--- config.mk ---
export PLATFORM = sky130hd
export DESIGN_NAME = uart_rx
export DESIGN_NICKNAME = d
export VERILOG_FILES = /design/src/rtl/uart_rx.sv
export SDC_FILE = /design/constraint.sdc
export NUM_CORES = 1
export LEC_CHECK = 0
export BUFFER_PORTS_ARGS = -buffer_cell sky130_fd_sc_hd__buf_2
export CAP_MARGIN = 20
export CORE_ASPECT_RATIO = 0.5
export CORE_MARGIN = 5
export CORE_UTILIZATION = 45
export CTS_BUF_LIST = sky130_fd_sc_hd__clkbuf_8
export DETAILED_ROUTE_END_ITERATION = 16
export GPL_TIMING_DRIVEN = 0
export PLACE_DENSITY = 0.72
export SLEW_MARGIN = 20
export SYNTH_ARGS = -nofsm -noshare
export SYNTH_HDL_FRONTEND = slang
export SYNTH_SLANG_ARGS = --single-unit
--- constraint.sdc ---
create_clock -name clk -period 4.75 [get_ports clk]
set_clock_uncertainty 0.1 [all_clocks]
set_input_delay 0.2375 -clock clk [delete_from_list [all_inputs] [get_ports clk]]
set_output_delay 0.2375 -clock clk [all_outputs]
set_load 0.05 [all_outputs]
--- src/rtl/uart_rx.sv ---
// 8N1 UART receiver with a 16x oversampling tick generator. Emits each
// byte on d_out with a one-cycle rx_done, or a one-cycle frame_err when the stop bit is low.
module uart_rx #(
    parameter int DBIT     = 8,
    parameter int SB_TICK  = 16,
    parameter int BAUD_DIV = 163
) (
    input  logic            clk,
    input  logic            reset,
    input  logic            rx,
    output logic [DBIT-1:0] d_out,
    output logic            rx_done,
    output logic            frame_err,
    output logic [2:0]      fsm_state
);
    // Output protocol: valid-only, no back-pressure. rx_done (or frame_err)
    // is high for exactly one clk; d_out is stable from that cycle until the next rx_done.
    localparam int TW = (BAUD_DIV > 1) ? $clog2(BAUD_DIV) : 1;
    localparam int SW = (SB_TICK > 16) ? $clog2(SB_TICK) : 4;
    localparam int NW = (DBIT > 1) ? $clog2(DBIT) : 1;

    localparam logic [2:0] IDLE      = 3'd0;
    localparam logic [2:0] START     = 3'd1;
    localparam logic [2:0] DATA      = 3'd2;
    localparam logic [2:0] STOP      = 3'd3;
    localparam logic [2:0] WAIT_HIGH = 3'd4;

    localparam logic [TW-1:0] TCNT_LAST = TW'(BAUD_DIV - 1);
    localparam logic [SW-1:0] S_MID     = SW'(7);
    localparam logic [SW-1:0] S_BIT     = SW'(15);
    localparam logic [SW-1:0] S_STOP    = SW'(SB_TICK - 1);
    localparam logic [NW-1:0] N_LAST    = NW'(DBIT - 1);

    logic [2:0]      state;
    logic [TW-1:0]   tcnt;
    logic            tick;
    logic [SW-1:0]   s;
    logic [NW-1:0]   n;
    logic [DBIT-1:0] shreg;
    logic            rx_meta;
    logic            rx_s;

    assign fsm_state = state;

    always_ff @(posedge clk or posedge reset) begin
        if (reset) begin
            rx_meta <= 1'b1;
            rx_s    <= 1'b1;
        end else begin
            rx_meta <= rx;
            rx_s    <= rx_meta;
        end
    end

    // Free-running: frame events never realign the tick phase.
    always_ff @(posedge clk or posedge reset) begin
        if (reset)
            tcnt <= '0;
        else if (tcnt == TCNT_LAST)
            tcnt <= '0;
        else
            tcnt <= tcnt + TW'(1);
    end

    assign tick = (tcnt == TCNT_LAST);

    always_ff @(posedge clk or posedge reset) begin
        if (reset) begin
            state     <= IDLE;
            s         <= '0;
            n         <= '0;
            shreg     <= '0;
            d_out     <= '0;
            rx_done   <= 1'b0;
            frame_err <= 1'b0;
        end else begin
            rx_done   <= 1'b0;
            frame_err <= 1'b0;
            case (state)
                IDLE: begin
                    if (!rx_s) begin
                        state <= START;
                        s     <= '0;
                    end
                end
                START: begin
                    if (tick) begin
                        if (s == S_MID) begin
                            s <= '0;
                            n <= '0;
                            // A line back high at mid start bit was only a glitch.
                            state <= rx_s ? IDLE : DATA;
                        end else begin
                            s <= s + SW'(1);
                        end
                    end
                end
                DATA: begin
                    if (tick) begin
                        if (s == S_BIT) begin
                            s     <= '0;
                            shreg <= {rx_s, shreg[DBIT-1:1]};
                            if (n == N_LAST)
                                state <= STOP;
                            else
                                n <= n + NW'(1);
                        end else begin
                            s <= s + SW'(1);
                        end
                    end
                end
                STOP: begin
                    if (tick) begin
                        if (s == S_STOP) begin
                            s <= '0;
                            if (rx_s) begin
                                d_out   <= shreg;
                                rx_done <= 1'b1;
                                state   <= IDLE;
                            end else begin
                                frame_err <= 1'b1;
                                state     <= WAIT_HIGH;
                            end
                        end else begin
                            s <= s + SW'(1);
                        end
                    end
                end
                WAIT_HIGH: begin
                    // A break holds the line low; wait it out so no phantom start is seen.
                    if (rx_s)
                        state <= IDLE;
                end
                default: state <= IDLE;
            endcase
        end
    end
endmodule

Yosys cells after proc, flatten, opt, wreduce, memory -nomap -nowiden
Cells that the tools add are included.
{"block": "classes", "add_sub_neg": 3, "eq_ne": 19, "muxes": 33, "reduce_logical": 9}
{"operator": "3-bit 2-to-1 mux", "n": 15}
{"operator": "4-bit 2-to-1 mux", "n": 5}
{"operator": "2-bit != test, second input constant", "n": 10}
{"operator": "3-bit one-hot mux with 5 select lines", "n": 1}
{"operator": "4-bit one-hot mux with 3 select lines", "n": 1}
{"operator": "9-bit AND reduction", "n": 1}
{"operator": "8-bit by 1-bit adder with 8-bit output, second input constant", "n": 1}
{"operator": "8-bit == test, second input constant", "n": 1}
{"operator": "1-bit 2-to-1 mux", "n": 8}
{"operator": "8-bit 2-to-1 mux", "n": 1}
{"operator": "4-bit AND reduction", "n": 2}
{"operator": "3-bit by 2-bit == test with 1-bit output, second input constant", "n": 2}
{"operator": "3-bit == test, second input constant", "n": 2}
{"operator": "3-bit one-hot mux with 2 select lines", "n": 1}
{"operator": "6-bit AND reduction", "n": 1}
{"operator": "4-bit by 1-bit adder with 4-bit output, second input constant", "n": 1}
{"operator": "4-bit by 3-bit == test with 1-bit output, second input constant", "n": 1}
{"operator": "4-bit == test, second input constant", "n": 1}
{"operator": "3-bit by 1-bit adder with 3-bit output, second input constant", "n": 1}
{"operator": "3-bit by 1-bit == test with 1-bit output, second input constant", "n": 1}
{"operator": "3-bit zero test", "n": 1}
{"operator": "3-bit AND reduction", "n": 1}
{"operator": "3-bit nonzero test", "n": 1}
{"operator": "2-bit 2-to-1 mux", "n": 1}
{"operator": "other kinds (3)", "n": 3}
{"block": "totals", "reg_bits": 38, "in_bits": 3, "out_inout_bits": 13, "elab_cells": 74}

Longest topological paths before layout
{"block": "depth", "word_depth": 5, "depth_mapped": 6, "depth_no_buf": 6}

Worst setup path after synthesis
Ideal clock, no wire load.
{"block": "synth_timing", "path_kind": "reg2reg", "from": "reg state[1] (netlist: fsm_state[1])", "to": "reg d_out[0]", "setup_time_ns": 0.125, "arrival_ns": 1.967, "required_time_ns": 4.525, "slack_ns": 2.558, "path_stages_with_launch": 6, "path_buffers": 1, "synth_period_minus_slack_ns": 2.192, "cell_sequence": "dfrtp_1 buf_2 nor2b_1 nand3_1 nor4_4 mux2_2"}
{"block": "synth_via", "elab_chain_len": 2}
{"element": "from (decl)", "line_no": "34", "source": "logic [2:0] state;"}
{"element": "from (signal assigned)", "line_no": "92", "source": "state <= rx_s ? IDLE : DATA;"}
{"element": "3-bit by 2-bit == test with 1-bit output", "line_no": "79", "source": "case (state)"}
{"element": "4-bit AND reduction (no line)"}
{"element": "to (signal assigned)", "line_no": "117", "source": "d_out <= shreg;"}
{"element": "to (decl)", "line_no": "11", "source": "output logic [DBIT-1:0] d_out,"}
Every way passes these cells.
A chain may end at the register's enable or synchronous reset.

Worst setup path after layout
{"block": "layout_timing", "from": "reg tcnt[2]", "to": "reg d_out[7]"}
{"block": "layout_via", "elab_chain_len": 2}
{"element": "from (decl)", "line_no": "35", "source": "logic [TW-1:0] tcnt;"}
{"element": "from (signal assigned)", "line_no": "62", "source": "tcnt <= tcnt + TW'(1);"}
{"element": "8-bit == test", "line_no": "65", "source": "assign tick = (tcnt == TCNT_LAST);"}
{"element": "4-bit AND reduction (no line)"}
Every way passes these cells.

==> impl_metrics.json <==
{
  "ys_ff_latch": 38,
  "vias_per_cell": 5.25,
  "cts_buffer_depth": 2,
  "crit_type": "flop to flop",
  "swShare_pct": 18.9,
  "hp-class": "flop to flop",
  "end_kind": "flop",
  "hpwl_um": 2300,
  "synthTopCellsByArea": "dfrtp_1 (48%), mux2_4 (6.4%), mux2_2 (6.0%)",
  "grt_pass1_vias": 1240,
  "pwr-share-seq_pct": 48.9,
  "cts_tree": "done",
  "initial_core_util_pct": 47.4,
  "clockRootBuffer": "clkbuf_8",
  "p_comb_share_pct": 1.8,
  "grt_max_degree": 21,
  "antenna_found_initial": 0,
  "start_kind": "flop",
  "fin_nets": 191,
  "r2r_cells": 4,
  "critPathArrivalTime_ns": 2.24,
  "clk_pin_slew_ns": 0.08,
  "cap_violations": 0,
  "synth_fp_nets": 166,
  "dieWidth_um": 101,
  "path_cells": "nor3_2 > nand3_1 > nor4_4 > mux2_2",
  "gp_congestion": 0.780,
  "tns_ns": 0,
  "min_path_cells": 0,
  "critPathBufInv": 0,
  "synth_top_area_share_pct": 48.2,
  "top_usage_layer": "met2",
  "cp_slowest_stage_delay_ns": 0.56,
  "antenna_cells": 0,
  "synth_seq_area_share_pct": 51.0,
  "peakVddDrop_mv": 0.194,
  "p_clk_share_pct": 49.3,
  "hold_viol_final": 0,
  "drv_slew": 0,
  "track_usage_pct": 12.7,
  "grt_pass1_wl_um": 5730,
  "postCtsSetupBuffers": 0,
  "avgSynthCellArea_um2": 11.8,
  "regArea_um2": 953,
  "synth_ff_type": "dfrtp_1",
  "wl_um": 3180,
  "cts_sinks": 38,
  "drive_gt1_share_pct": 29.3,
  "htreeDepth": 2,
  "drtIter0Drc": 42,
  "area_growth_pct": 17.5,
  "syn-cell-area_um2": 1870,
  "ant_nets": 0,
  "num_io_pins": 16,
  "cpMaxStageDelayCell": "nor4_4",
  "row_count": 16,
  "dr.pass1.iters": 4,
  "reg2reg_from": "tcnt[2]$_DFF_PP0_",
  "cts_buffers": 5,
  "clock_latency_ns": 0.29,
  "period_share_pct": 45.6,
  "grt-ovfl-total": 0,
  "power_mw": 0.666,
  "crit_fanout": 8,
  "die_area_um2": 5620,
  "portBuffers": 15,
  "yosysWarnings": 0,
  "syn_inst": 158,
  "powerDensity_nw_per_um2": 303,
  "period_needed_ns": 2.17,
  "rsz0062_at_grt": "false",
  "outcome": "finished, final reports clean",
  "drc": 0,
  "p_sw_mw": 0.126,
  "vias": 1249,
  "fill_cells": 313,
  "tightestPinTransition_ns": 0.599,
  "cp_top_family": "simple AND/OR/NAND/NOR gates",
  "min_from": "rx_meta$_DFF_PP1_",
  "p_leak_nw": 1.08,
  "grt_use_met2_pct": 19.1,
  "crit_cells": 4,
  "whs_ns": 0.268,
  "slew_headroom_pct": 59.8,
  "fmax_ghz": 0.461,
  "multi_input_area_um2": 861,
  "postSynth.asyncResetShare_pct": 100,
  "crit_required_ns": 4.82,
  "p_int_mw": 0.540,
  "synth_edf_count": 0,
  "gr-usage-met1_pct": 17.7,
  "core-area_um2": 3940,
  "finalSetupViolCount": 0,
  "synth_top_cell_by_area": "dfrtp_1",
  "dieHeight_um": 55.6,
  "grtUsageMet3_pct": 3.39,
  "yosysUniqueCellTypes": 41,
  "crit_start": "tcnt[2]$_DFF_PP0_",
  "wl_per_cell_um": 13.4
}
## logic make-up (layout without fill, tap and decap cells)
family                   count (synthesis)  in the layout  share of synthesized area, %
AO/OA/AOI/OAI                           19             19                          7.70
XOR/XNOR                                 5              5                          2.34
adder cells (fa/ha/maj)                  5              5                          3.35
buffers and inverters                   14             40                          2.88
flip-flops                              38             38                          51.0
multiplexers                            23             23                          15.2
AND/OR/NAND/NOR                         54             54                          17.5
## path summary, 6_finish.rpt
kind                                        end  slack, ns
min in group asynchronous  shreg[0]$_DFFE_PP0P_       0.39
max in group asynchronous     rx_meta$_DFF_PP1_       3.63
hold reg to reg                  rx_s$_DFF_PP1_       0.27
setup / recovery           d_out[7]$_DFFE_PP0P_       2.58
setup reg to reg           d_out[7]$_DFFE_PP0P_       2.58
hold / removal                   rx_s$_DFF_PP1_       0.27
## power groups by stage
stage / Clock [mW] / Sequential (mW) / Combinational [mW]
2_1_floorplan: 0 / 0.332 / 0.00567
3_3_place_gp: 0 / 0.332 / 0.00826
3_5_place_dp: 0 / 0.332 / 0.0114
4_1_cts: 0.336 / 0.326 / 0.0128
5_1_grt: 0.351 / 0.326 / 0.0142
6_report: 0.328 / 0.326 / 0.0120
## flip-flops by register name, summed over array words and instances, names as in the netlist
| name | cells |
|---|---|
| tcnt | 8 |
| shreg | 8 |
| d_out | 8 |
| rx_meta | 1 |
| s | 4 |
| rx_s | 1 |
| rx_done | 1 |
| fsm_state | 3 |
| n | 3 |
| frame_err | 1 |
## final cells by class
| class | instances | area share (%) |
|---|---|---|
| flip-flops and latches | 38 | 43.4 |
| multi-input cells | 106 | 39.2 |
| repair buffers | 18 | 5.58 |
| clock buffers | 5 | 3.13 |
| clock inverters | 3 | 3.13 |
| well taps | 54 | 3.08 |
| inverters | 11 | 1.88 |
| plain buffers | 3 | 0.570 |
## placed cells by master, fill, tap and decap left out, types with 2 or more instances in the layout
master,n
nand2b_1,2
nor3_1,6
o21ai_0,2
buf_2,16
clkbuf_8,5
a21oi_1,2
ha_1,5
dlygate4sd3_1,2
nand3b_1,2
mux2_4,8
mux2i_1,4
clkbuf_1,2
nor2_1,12
dfstp_2,2
inv_1,10
o22ai_1,3
nand3_1,8
dfrtp_1,36
nor2b_1,5
nand4_1,2
a22oi_1,2
bufinv_16,2
xnor2_1,4
nand2_1,6
nor4_4,2
o2bb2ai_1,3
o211ai_1,2
mux2_2,10
## routing by layer
| layer | vias up | routed length (um) |
|---|---|---|
| met1 | 610 | 1610 |
| met2 | 20 | 1440 |
| li1 | 615 | - |
| met5 | - | 0 |
| met3 | 4 | 105 |
| met4 | 0 | 35 |
## metrics by stage
step           instances  utilization (%)  setup slack (ns)  cell area, um2
4_1_cts              238             55.7              2.55            2200
5_1_grt              238             55.7              2.43            2200
2_1_floorplan        158                -              2.56            1870
6_report             238             55.7              2.58            2200
3_5_place_dp         228             51.7              2.55            2040
3_3_place_gp         227             51.0              2.59            2010
## synthesized netlist by cell type, types with 3 or more instances
library cell  instances
nor3_1                6
o22ai_1               3
mux2_4                8
mux2_2               10
nor2b_1               5
nand3_1               8
nand2_1               6
xnor2_1               4
o2bb2ai_1             3
dfrtp_1              36
inv_1                11
nor2_1               12
ha_1                  5
mux2i_1               4
## repair_timing
action | 4_1_cts | 5_1_grt
gates resized for setup | 0 | 0
endpoints found under the hold margin | 18 | 0
hold buffers | 2 | 0
(Power assumes the default switching activity.)
